--- src/rtl/mc_control_gen.sv ---
// Multi-cycle control unit for the FRISCV core: sequences FETCH/DECODE/COMPUTE/MEM/WB,
// drives datapath selects and the memory handshake, traps on illegal opcodes or timeouts.
module mc_control_gen #(
    parameter int unsigned TIMEOUT = 16,
    parameter int unsigned CNT_W   = 32
) (
    input  logic             clk,
    input  logic             rst_n,
    input  logic [31:0]      ins,
    input  logic             stall,
    input  logic             mem_ack,
    input  logic             br_taken,
    output logic             mem_req,
    output logic             mem_we,
    output logic [1:0]       PC_sel,
    output logic             PC_en,
    output logic             IR_en,
    output logic             INC_sel,
    output logic             RF_wr,
    output logic             B_sel,
    output logic [2:0]       Extend,
    output logic [1:0]       wb_sel,
    output logic             trap,
    output logic [1:0]       err,
    output logic [CNT_W-1:0] instret
);

    typedef enum logic [2:0] {
        ST_RESET,
        ST_FETCH,
        ST_DECODE,
        ST_COMPUTE,
        ST_MEM,
        ST_WB,
        ST_TRAP
    } state_e;

    typedef enum logic [3:0] {
        CL_R,
        CL_I,
        CL_LOAD,
        CL_STORE,
        CL_BRANCH,
        CL_JAL,
        CL_JALR,
        CL_LUI,
        CL_AUIPC,
        CL_ILL
    } class_e;

    typedef enum logic [1:0] {
        ERR_NONE     = 2'b00,
        ERR_ILLEGAL  = 2'b01,
        ERR_FETCH_TO = 2'b10,
        ERR_MEM_TO   = 2'b11
    } err_e;

    // Counter only needs to reach TIMEOUT-1; the TIMEOUT-th unacked cycle is the trap cycle.
    localparam int unsigned TO_W = (TIMEOUT > 2) ? $clog2(TIMEOUT) : 1;
    localparam logic [TO_W-1:0] TO_LAST = TO_W'((TIMEOUT == 0) ? 0 : TIMEOUT - 1);

    state_e          state;
    class_e          cls;
    err_e            err_q;
    logic [TO_W-1:0] to_cnt;
    logic            to_hit;
    logic            ins_unused;

    assign ins_unused = ^ins[31:7];
    assign err        = err_q;
    assign to_hit     = (TIMEOUT != 0) && (to_cnt == TO_LAST);

    always_comb begin
        cls = CL_ILL;
        unique case (ins[6:0])
            7'b0110011: cls = CL_R;
            7'b0010011: cls = CL_I;
            7'b0000011: cls = CL_LOAD;
            7'b0100011: cls = CL_STORE;
            7'b1100011: cls = CL_BRANCH;
            7'b1101111: cls = CL_JAL;
            7'b1100111: cls = CL_JALR;
            7'b0110111: cls = CL_LUI;
            7'b0010111: cls = CL_AUIPC;
            default:    cls = CL_ILL;
        endcase
    end

    function automatic logic [2:0] ext_of(input class_e c);
        logic [2:0] e;
        e = 3'b000;
        unique case (c)
            CL_I, CL_LOAD, CL_JALR: e = 3'b000;
            CL_STORE:               e = 3'b001;
            CL_BRANCH:              e = 3'b010;
            CL_LUI, CL_AUIPC:       e = 3'b011;
            CL_JAL:                 e = 3'b100;
            default:                e = 3'b000;
        endcase
        return e;
    endfunction

    always_ff @(posedge clk or negedge rst_n) begin
        if (!rst_n) begin
            state   <= ST_RESET;
            instret <= '0;
            err_q   <= ERR_NONE;
            trap    <= 1'b0;
            to_cnt  <= '0;
        end else if (!stall) begin
            // Cleared on every cycle that is not an unacked request hold, so it restarts on entry.
            to_cnt <= '0;
            unique case (state)
                ST_RESET: state <= ST_FETCH;
                ST_FETCH: begin
                    if (mem_ack) begin
                        state <= ST_DECODE;
                    end else if (to_hit) begin
                        state <= ST_TRAP;
                        trap  <= 1'b1;
                        err_q <= ERR_FETCH_TO;
                    end else begin
                        to_cnt <= to_cnt + TO_W'(1);
                    end
                end
                ST_DECODE: begin
                    if (cls == CL_ILL) begin
                        state <= ST_TRAP;
                        trap  <= 1'b1;
                        err_q <= ERR_ILLEGAL;
                    end else begin
                        state <= ST_COMPUTE;
                    end
                end
                ST_COMPUTE: begin
                    unique case (cls)
                        CL_LOAD, CL_STORE: state <= ST_MEM;
                        CL_BRANCH: begin
                            state   <= ST_FETCH;
                            instret <= instret + CNT_W'(1);
                        end
                        default: state <= ST_WB;
                    endcase
                end
                ST_MEM: begin
                    if (mem_ack) begin
                        if (cls == CL_STORE) begin
                            state   <= ST_FETCH;
                            instret <= instret + CNT_W'(1);
                        end else begin
                            state <= ST_WB;
                        end
                    end else if (to_hit) begin
                        state <= ST_TRAP;
                        trap  <= 1'b1;
                        err_q <= ERR_MEM_TO;
                    end else begin
                        to_cnt <= to_cnt + TO_W'(1);
                    end
                end
                ST_WB: begin
                    state   <= ST_FETCH;
                    instret <= instret + CNT_W'(1);
                end
                ST_TRAP: state <= ST_TRAP;
                default: state <= ST_RESET;
            endcase
        end
    end

    always_comb begin
        mem_req = 1'b0;
        mem_we  = 1'b0;
        PC_sel  = 2'b00;
        PC_en   = 1'b0;
        IR_en   = 1'b0;
        INC_sel = 1'b0;
        RF_wr   = 1'b0;
        B_sel   = 1'b1;
        Extend  = 3'b000;
        wb_sel  = 2'b00;
        unique case (state)
            ST_FETCH: begin
                mem_req = 1'b1;
                if (mem_ack) begin
                    IR_en = 1'b1;
                    PC_en = 1'b1;
                end
            end
            ST_DECODE: Extend = ext_of(cls);
            ST_COMPUTE: begin
                Extend  = ext_of(cls);
                INC_sel = 1'b1;
                B_sel   = !(cls == CL_R || cls == CL_BRANCH);
                unique case (cls)
                    CL_BRANCH: begin
                        PC_en  = br_taken;
                        PC_sel = 2'b01;
                    end
                    CL_JAL: begin
                        PC_en  = 1'b1;
                        PC_sel = 2'b01;
                    end
                    CL_JALR: begin
                        PC_en  = 1'b1;
                        PC_sel = 2'b10;
                    end
                    default: ;
                endcase
            end
            ST_MEM: begin
                Extend  = ext_of(cls);
                mem_req = 1'b1;
                mem_we  = (cls == CL_STORE);
            end
            ST_WB: begin
                Extend = ext_of(cls);
                RF_wr  = 1'b1;
                if (cls == CL_LOAD)
                    wb_sel = 2'b01;
                else if (cls == CL_JAL || cls == CL_JALR)
                    wb_sel = 2'b10;
            end
            default: ;
        endcase
        if (stall) begin
            mem_req = 1'b0;
            mem_we  = 1'b0;
            PC_en   = 1'b0;
            IR_en   = 1'b0;
            RF_wr   = 1'b0;
        end
    end

endmodule

--- config.mk ---
export PLATFORM = sky130hd
export DESIGN_NAME = mc_control_gen
export DESIGN_NICKNAME = d
export VERILOG_FILES = /design/src/rtl/mc_control_gen.sv
export SDC_FILE = /design/constraint.sdc
export NUM_CORES = 1
export LEC_CHECK = 0
export BUFFER_PORTS_ARGS = -buffer_cell sky130_fd_sc_hd__buf_2
export CAP_MARGIN = 40
export CORE_MARGIN = 2
export CORE_UTILIZATION = 53
export DETAILED_ROUTE_END_ITERATION = 16
export GPL_TIMING_DRIVEN = 0
export PLACE_DENSITY = 0.85
export SLEW_MARGIN = 40
export SYNTH_ARGS = -nofsm -noshare
export SYNTH_HDL_FRONTEND = slang
export SYNTH_SLANG_ARGS = --single-unit
--- constraint.sdc ---
create_clock -name clk -period 4.35 [get_ports clk]
set_clock_uncertainty 0.05 [all_clocks]
set_input_delay 0.435 -clock clk [delete_from_list [all_inputs] [get_ports clk]]
set_output_delay 0.435 -clock clk [all_outputs]
set_load 0.01 [all_outputs]
==> flow_summary.toml, run 1 <==
[finish]
multiInputGateArea_um2 = 1250
area_delta_synth_final_pct = 18.5
mostFrequentLayoutCells = "buf_2 (57), dfrtp_1 (42), nand2_1 (28)"
final_nets = 347
seq_area_um2 = 1050
nFillCells = 343
diodes = 0
fin_cells = 360
drive_gt1_frac = 0.250
mostFrequentLayoutCell = "buf_2"

[critical_path]
cp_slowest_stage_delay_ns = 0.60
critPathKind = "reg -> reg"
cp_cell_sequence = "buf_2 -> inv_1 -> ha_1 -> nor2b_1 -> a32oi_2 -> nor4_4 -> nand4_1 -> xnor2_1"
cp-start-kind = "register"
arrival_ns = 2.47
crit_fanout = 10
cpMaxStageDelayCell = "nor4_4"
cp_data_required_time_ns = 4.47
critPathCaptureType = "register"

[clock_tree]
cts_tree = "built"
h-tree-depth = 2
holdBufCountCts = 0
path_clk_slew_ns = 0.07
root_buffer = "clkbuf_8"
post_cts_resized = 0
clkLatencyLatePin_ns = 0.28
cts_setup_buffers = 0
clock-sinks = 42
cts_made_buffers = 5
cts_buffer_depth = 2

[drt]
post_drt_wl_per_cell_um = 13.9
drtIter0Drc = 105
drc = 0
vias_per_cell = 5.76
postRouteAntennaNets = 0
finalWirelength_mm = 5.00
dr.pass1.iters = 4
vias = 2074

[grt]
grt_pass1_wl_mm = 8.40
grt_max_degree = 43
antenna_found_initial = 0
overflow = 0
grtUsageTotal = 0.204
grt_pass1_vias = 1904

[floorplan]
rows = 24
dieWidth_um = 71.1
initial_core_util = 0.548
coreArea_um2 = 4350
die_y_um = 71.1
io_pins = 86
die_area_um2 = 5050

[pwr]
internal_power_mw = 0.734
powerDensity_nw_per_um2 = 410
switching_power_mw = 0.425
comb_power_share = 0.356
pwr-share-seq = 0.428
ir_worst_vdd_mv = 0.294
power_frac_clock = 0.216
switching_share = 0.366
p_leak_nw = 1.32
total_power_mw = 1.16

[timing]
setup_violations = 0
tightest_slew_ns = 0.578
slew_headroom = 0.611
tns_ns = 0
fin_ws_ns = 2.00
max_clock_freq_mhz = 426
maxSlewViolCount = 0
whs_ns = 0.0632
rsz0062_at_grt = "no"
min_period_ns = 2.35
hold_violations = 0
fin_crit_sh = 0.540

[place]
port_buffers = 55
dp_cells = 352
dp_slack_ns = 2.03
place.gp.congestion = 0.905
post-dp-hpwl_mm = 3.65

[synthesis]
synthAdderAreaFrac = 0.0157
ys_seq_area_frac = 0.440
synth_nets = 285
ys_types = 44
synth_simple_gate_area_frac = 0.274
synthCells = 245
syn-cell-area_um2 = 2390
synth_top_family_by_area = "simple AND/OR/NAND/NOR gates"
muxShareOfSynthArea = 0.0131
synth.avg_cell_area_um2 = 9.74
ys_seq_elements = 42
yosys_warnings = 0
synthXorXnorAreaFrac = 0.121
synth_compound_area_frac = 0.0996

[job]
drv_cap = 0

[min_path]
worstHoldPathType = "in -> async"

[status]
status = "finished, final reports clean"
==> final cells by class <==
cell class | instances | share of cell area
Buffer | 9 | 0.0186
Clock buffer | 7 | 0.0305
Clock inverter | 1 | 0.00177
Inverter | 9 | 0.0120
Multi-Input combinational cell | 185 | 0.444
Sequential cell | 42 | 0.372
Tap cell | 52 | 0.0230
Timing Repair Buffer | 55 | 0.0983
==> synth_stat cells (all sizes together) <==
master | count | area (um2)
and4bb | 2 | 25.0
mux2 | 1 | 11.3
nor4 | 7 | 88.8
nor2 | 13 | 48.8
nand3 | 19 | 95.1
a21oi | 7 | 35.0
a41o | 1 | 10.0
o31ai | 2 | 15.0
nand3b | 1 | 7.51
and3b | 1 | 8.76
nor3 | 10 | 50.1
and4 | 2 | 17.5
a22o | 2 | 17.5
o22ai | 1 | 6.26
o21bai | 1 | 7.51
or3 | 3 | 18.8
ha | 3 | 37.5
inv | 9 | 33.8
mux2i | 2 | 20.0
and2 | 3 | 18.8
o32a | 1 | 10.0
a22oi | 1 | 7.51
nand2b | 3 | 18.8
buf | 5 | 37.5
and3 | 4 | 25.0
o2bb2ai | 1 | 8.76
or3b | 2 | 17.5
xor2 | 7 | 61.3
dfrtp | 42 | 1050
nor4b | 3 | 26.3
a31oi | 6 | 52.6
o21ai | 5 | 25.0
nand2 | 28 | 105
nand4 | 9 | 56.3
o221ai | 1 | 8.76
xnor2 | 26 | 228
a32oi | 1 | 16.3
clkbuf | 4 | 15.0
a2bb2oi | 2 | 17.5
nor2b | 4 | 25.0
==> power groups by stage <==
| stage | clock (mW) | combinational [mW] | sequential [mW] |
|---|---|---|---|
| 3_5_place_dp | 0 | 0.407 | 0.502 |
| 5_1_grt | 0.272 | 0.456 | 0.505 |
| 6_report | 0.250 | 0.413 | 0.496 |
| 2_1_floorplan | 0 | 0.277 | 0.510 |
| 4_1_cts | 0.258 | 0.411 | 0.495 |
| 3_3_place_gp | 0 | 0.402 | 0.499 |
==> per-stage QoR <==
step                      cell area, um2   util
final                               2830  0.649
after global routing                2830  0.649
after CTS                           2830  0.649
after detailed placement            2740  0.628
after global placement              2730  0.626
after floorplan                     2390      -
==> path summary, 6_finish.rpt <==
path	from	depth (start not counted)	slack, ns	end
setup / recovery	state[1]$_DFFE_PN0N_	8	2.00	instret[31]$_DFFE_PN0P_
hold / removal	rst_n	1	0.06	instret[10]$_DFFE_PN0P_
setup reg to reg	state[1]$_DFFE_PN0N_	8	2.00	instret[31]$_DFFE_PN0P_
hold reg to reg	instret[31]$_DFFE_PN0P_	1	0.42	instret[31]$_DFFE_PN0P_
max in group asynchronous	rst_n	1	3.82	instret[23]$_DFFE_PN0P_
min in group clk	instret[31]$_DFFE_PN0P_	1	0.42	instret[31]$_DFFE_PN0P_
==> per-layer routing <==
metal / track usage / vias up / wire length [um]
met2: 0.331 / 81 / 2340
met1: 0.276 / 983 / 2300
met3: 0.0399 / 5 / 310
li1: - / 1005 / -
met5: 0 / - / 0
met4: 0.0671 / 0 / 40
==> sequential cells by signal, indices dropped and copies added, names as in the netlist <==
name	flops
trap	1
state	3
err	2
instret	32
to_cnt	4
==> critical path, delay by kind of cell (launching register included) <==
family | cells | cell delay (ns)
AND/OR/NAND/NOR | 3 | 0.96
flip-flops | 1 | 0.37
XOR/XNOR | 1 | 0.16
buffers and inverters | 2 | 0.37
adder cells (fa/ha/maj) | 1 | 0.17
AO/OA/AOI/OAI | 1 | 0.14
==> kinds of logic (layout without fill, tap and decap cells) <==
logic type | Yosys count | after routing
simple gates | 114 | 114
flops | 42 | 42
mux | 3 | 3
buf+inv | 18 | 81
fa+ha+maj | 3 | 3
xor+xnor | 33 | 33
compound gates | 32 | 32
Power figures use the tool's default switching activity.
==> run 2, diff against run 1 <==
- CORE_UTILIZATION: 53 -> 50
- PLACE_DENSITY: 0.85 -> 0.8
- clock period: 4.35 -> 2.29 ns (I/O delays scaled with it)
==> run 2 against run 1 <==
Compared with the run above:
- core utilization is 3.3 points lower
- cell area increased by 1.6%
- routed wire length increased by 1.8%
- clock power is 98% higher
- combinational power grew 92%
- global-route usage fell by 0.82 points
- via count rose by 0.63%
- worst setup slack got worse by 1.8 ns
- sequential power rose by 89%
- first-iteration DRC count down 7.6%
- non-clock buffer count rose by 4
- register-to-register slack got worse by 1.8 ns
- critical endpoint is now instret[23]$_DFFE_PN0P_
- largest cell class unchanged
- highest routed layer unchanged
==> flow_summary.toml, run 2 (synthesis results as in run 1) <==
[critical_path]
cpMaxStageDelayCell = "dfrtp_1"
cp_slowest_stage_delay_ns = 0.36
arrival_ns = 2.20
critPathCaptureType = "register"
crit_fanout = 10
cp_cell_sequence = "buf_2 -> inv_2 -> ha_1 -> nor2b_1 -> a32oi_2 -> nor4_4 -> buf_4 -> nand3_1 -> xnor2_1"
cp-start-kind = "register"
cp_data_required_time_ns = 2.42
critPathKind = "reg -> reg"

[timing]
min_period_ns = 2.07
tightest_slew_ns = 0.565
fin_ws_ns = 0.217
hold_violations = 0
setup_violations = 0
rsz0062_at_grt = "no"
tns_ns = 0
maxSlewViolCount = 0
fin_crit_sh = 0.905
whs_ns = 0.333
slew_headroom = 0.620
max_clock_freq_mhz = 482

[place]
place_area_um2 = 2740
port_buffers = 55
place.gp.congestion = 0.880
post-dp-hpwl_mm = 3.75
dp_slack_ns = 0.000460

[clock_tree]
clock-sinks = 42
cts_tree = "built"
cts_buffer_depth = 2
h-tree-depth = 2
path_clk_slew_ns = 0.08
clkLatencyLatePin_ns = 0.29
cts_made_buffers = 5
root_buffer = "clkbuf_8"

[finish]
largest_reg_flops = 32
final_nets = 351
top_register = "instret"
drive_gt1_frac = 0.269
mostFrequentLayoutCells = "buf_2 (57), dfrtp_1 (42), nand2_1 (28)"
mostFrequentLayoutCell = "buf_2"
area_delta_synth_final_pct = 20.4
diodes = 0
design_area_um2 = 2870
top_regs = "instret: 32 flops, to_cnt: 4 flops, state: 3 flops"

[pwr]
p_leak_nw = 1.34
powerDensity_nw_per_um2 = 775
ir_worst_vdd_mv = 0.469

[floorplan]
dieWidth_um = 73.1
die_area_um2 = 5340
initial_core_util = 0.512
die_y_um = 73.1
io_pins = 86
coreArea_um2 = 4660
rows = 25

[drt]
finalWirelength_mm = 5.08
vias = 2087
drtIter0Drc = 97
drc = 0
vias_per_cell = 5.70
dr.pass1.iters = 4
post_drt_wl_per_cell_um = 13.9
postRouteAntennaNets = 0

[grt]
antenna_found_initial = 0
overflow = 0
grtUsageTotal = 0.196
grt_pass1_wl_mm = 8.28
grt_max_degree = 43
grt_pass1_vias = 1893

[status]
status = "finished, final reports clean"

[min_path]
worstHoldPathType = "in -> reg"

[job]
drv_cap = 0
[run 2: cell types whose count changed in the layout (fill, tap and decap cells not counted), sizes merged]
cell	before	now
buf	60	63
clkbuf	11	10
clkinvlp	0	1
dlygate4sd3	0	1
[run 2: repair_timing]
item | in CTS | in global routing
buffers inserted | 0 | 3
gates cloned | 0 | 0
hold buffers | 1 | 0
endpoints found under the hold margin | 42 | 0
pin swaps | 1 | 2
endpoints found under the setup margin | 1 | 25
resized for setup | 0 | 3
[run 2: worst max-delay path, delay by kind of cell, from the launching register on]
family	cells	cell delay, ns
xor+xnor	1	0.15
compound gates	1	0.15
buf+inv	3	0.51
simple gates	3	0.57
fa+ha+maj	1	0.15
flops	1	0.36
[run 2: final timing paths]
check / depth (start not counted) / slack, ns / to / startpoint
max in group asynchronous: 2 / 1.45 / err[1]$_DFFE_PN0P_ / rst_n
min reg2reg: 1 / 0.42 / trap$_DFFE_PN0P_ / trap$_DFFE_PN0P_
min: 3 / 0.33 / err[1]$_DFFE_PN0P_ / stall
max reg2reg: 9 / 0.22 / instret[23]$_DFFE_PN0P_ / state[1]$_DFFE_PN0N_
max: 9 / 0.22 / instret[23]$_DFFE_PN0P_ / state[1]$_DFFE_PN0N_
min in group asynchronous: 2 / 0.40 / instret[9]$_DFFE_PN0P_ / rst_n
[run 2: cell type report]
cell class,instances,area [um2]
buffer,9,52.6
clock buffer,6,82.6
clock inverter,2,12.5
fill,412,1790
inverter,9,33.8
multi-input combinational,185,1260
sequential,42,1050
tap,54,67.6
timing repair buffer,59,310
[run 2: per-layer routing]
metal,routed length [um],vias up,GRT usage
met1,2270,996,0.266
met3,324,7,0.0442
met5,0,-,0
met2,2440,72,0.311
met4,48,0,0.0597
li1,-,1012,-
[run 2: power by group]
part / switching [mW] / internal, mW / total (mW)
Sequential: 0.0951 / 0.844 / 0.939
Clock: 0.254 / 0.242 / 0.496
Combinational: 0.482 / 0.310 / 0.791
[run 2: stage by stage]
stage           util  std cells  power (mW)
2_1_floorplan      -        245        1.50
3_3_place_gp   0.586        354        1.71
3_5_place_dp   0.587        354        1.74
4_1_cts        0.610        363        2.23
5_1_grt        0.616        366        2.37
6_report       0.616        366        2.23
==> run 3, diff against run 2 <==
- CORE_UTILIZATION: 50 -> 51
- CTS_BUF_LIST: not set -> sky130_fd_sc_hd__clkbuf_8
- PLACE_DENSITY: 0.8 -> 0.82
==> run 3 against run 2 <==
Compared with the run above:
- first-iteration DRC count fell by 9.3%
- worst hold slack worse by 0.029 ns
- routed wire length up 2.8%
- critical endpoint is now instret[11]$_DFFE_PN0P_
==> flow_summary.toml, run 3 (synthesis results as in run 1) <==
[grt]
grt_pass1_wl_mm = 8.74
antenna_found_initial = 0
grtUsageTotal = 0.211
grt_max_degree = 43
overflow = 0
grt_pass1_vias = 1929

[finish]
multiInputGateArea_um2 = 1260
largest_reg_flops = 32
mostFrequentLayoutCells = "buf_2 (57), dfrtp_1 (42), nand2_1 (28)"
seq_area_um2 = 1050
diodes = 0
drive_gt1_frac = 0.266
final_nets = 351
top_regs = "instret: 32 flops, to_cnt: 4 flops, state: 3 flops"
top_register = "instret"
fin_cells = 364
mostFrequentLayoutCell = "buf_2"
nFillCells = 379
area_delta_synth_final_pct = 19.9

[critical_path]
cpLargestDelayFamily = "simple AND/OR/NAND/NOR gates"
cp.depth = 8
cpMaxStageDelayCell = "or3_1"
cp-startpoint = "state[1]$_DFFE_PN0N_"
critPathCaptureType = "register"
cp_data_required_time_ns = 2.46
cp_slowest_stage_delay_ns = 0.47
ff2ff_path_depth = 8
critPathKind = "reg -> reg"
cp-start-kind = "register"
cp_cell_sequence = "buf_2 -> inv_2 -> ha_1 -> nor2b_1 -> a32oi_2 -> or3_1 -> nor3_1 -> xnor2_1"
arrival_ns = 2.27
crit_fanout = 10
r2r-start = "state[1]$_DFFE_PN0N_"
path_buf_inv = 2

[job]
drv_cap = 0

[place]
place.gp.congestion = 0.866
dp_cells = 352
port_buffers = 55
post-dp-hpwl_mm = 3.81

[clock_tree]
cts_buffer_depth = 2
h-tree-depth = 2
cts_tree = "built"
clkLatencyLatePin_ns = 0.29
path_clk_slew_ns = 0.08
cts_made_buffers = 5
root_buffer = "clkbuf_8"
clock-sinks = 42

[pwr]
powerDensity_nw_per_um2 = 773
ir_worst_vdd_mv = 0.543
p_leak_nw = 1.33

[floorplan]
io_pins = 86
rows = 24
die_y_um = 72.4
coreArea_um2 = 4440
initial_core_util = 0.537
die_area_um2 = 5240
dieWidth_um = 72.4

[timing]
setup_violations = 0
fin_crit_sh = 0.918
max_clock_freq_mhz = 476
min_period_ns = 2.10
rsz0062_at_grt = "no"
hold_violations = 0
tns_ns = 0
tightest_slew_ns = 0.607
slew_headroom = 0.592
maxSlewViolCount = 0

[drt]
drc = 0
post_drt_wl_per_cell_um = 14.4
dr.pass1.iters = 4
vias = 2104
vias_per_cell = 5.78
postRouteAntennaNets = 0
drtIter0Drc = 88
finalWirelength_mm = 5.23

[min_path]
holdPathStages = 3
worstHoldPathType = "in -> reg"
hp-start = "stall"

[status]
status = "finished, final reports clean"
run 3: worst paths after layout:
kind / endpoint / slack (ns)
max in group asynchronous: err[0]$_DFFE_PN0P_ / 1.43
max: instret[11]$_DFFE_PN0P_ / 0.19
min reg2reg: trap$_DFFE_PN0P_ / 0.43
min in group asynchronous: instret[2]$_DFFE_PN0P_ / 0.40
max reg2reg: instret[11]$_DFFE_PN0P_ / 0.19
min: err[1]$_DFFE_PN0P_ / 0.30
run 3: area by class of cell:
class | instances | area share
clock buffer | 5 | 0.0241
buffer | 9 | 0.0184
inverter | 9 | 0.0118
multi-input combinational | 185 | 0.440
sequential | 42 | 0.367
timing repair buffer | 59 | 0.108
tap | 52 | 0.0227
clock inverter | 3 | 0.00744
run 3: metrics by stage:
stage	cell area, um2	power (mW)	hold slack (ns)	setup WS [ns]	util
final	2860	2.21	0.304	0.187	0.644
after global routing	2860	2.36	0.308	0.0536	0.644
after CTS	2850	2.21	0.289	0.0644	0.641
after detailed placement	2740	1.73	0.188	-0.0577	0.615
after global placement	2730	1.71	0.354	-0.0220	0.613
after floorplan	2390	1.50	-0.117	0.298	-
run 3: repair_timing:
action | CTS | global route
pin swaps | 2 | 1
hold buffers | 1 | 0
setup endpoints to repair | 12 | 11
resized for setup | 0 | 2
endpoints found under the hold margin | 42 | 0
buffers inserted | 2 | 1
run 3: where the power goes:
part,total [mW],internal [mW],switching (mW)
logic,0.792,0.310,0.482
clock network,0.476,0.214,0.262
registers,0.943,0.844,0.0996
total,2.21,1.37,0.844
run 3: worst register-to-register path: stages, from the launching register on:
cell and delay (ns):
dfrtp_1 0.37, buf_2 0.18, inv_2 0.14, ha_1 0.15, nor2b_1 0.15, a32oi_2 0.15, or3_1 0.48, nor3_1 0.23
xnor2_1 0.15
run 3: metal layers:
metal,vias up,share of wire,track usage
met1,1035,0.46,0.288
met3,11,0.040,0.0431
met4,0,0.019,0.0926
met5,-,0,0
li1,1005,-,-
met2,53,0.48,0.327
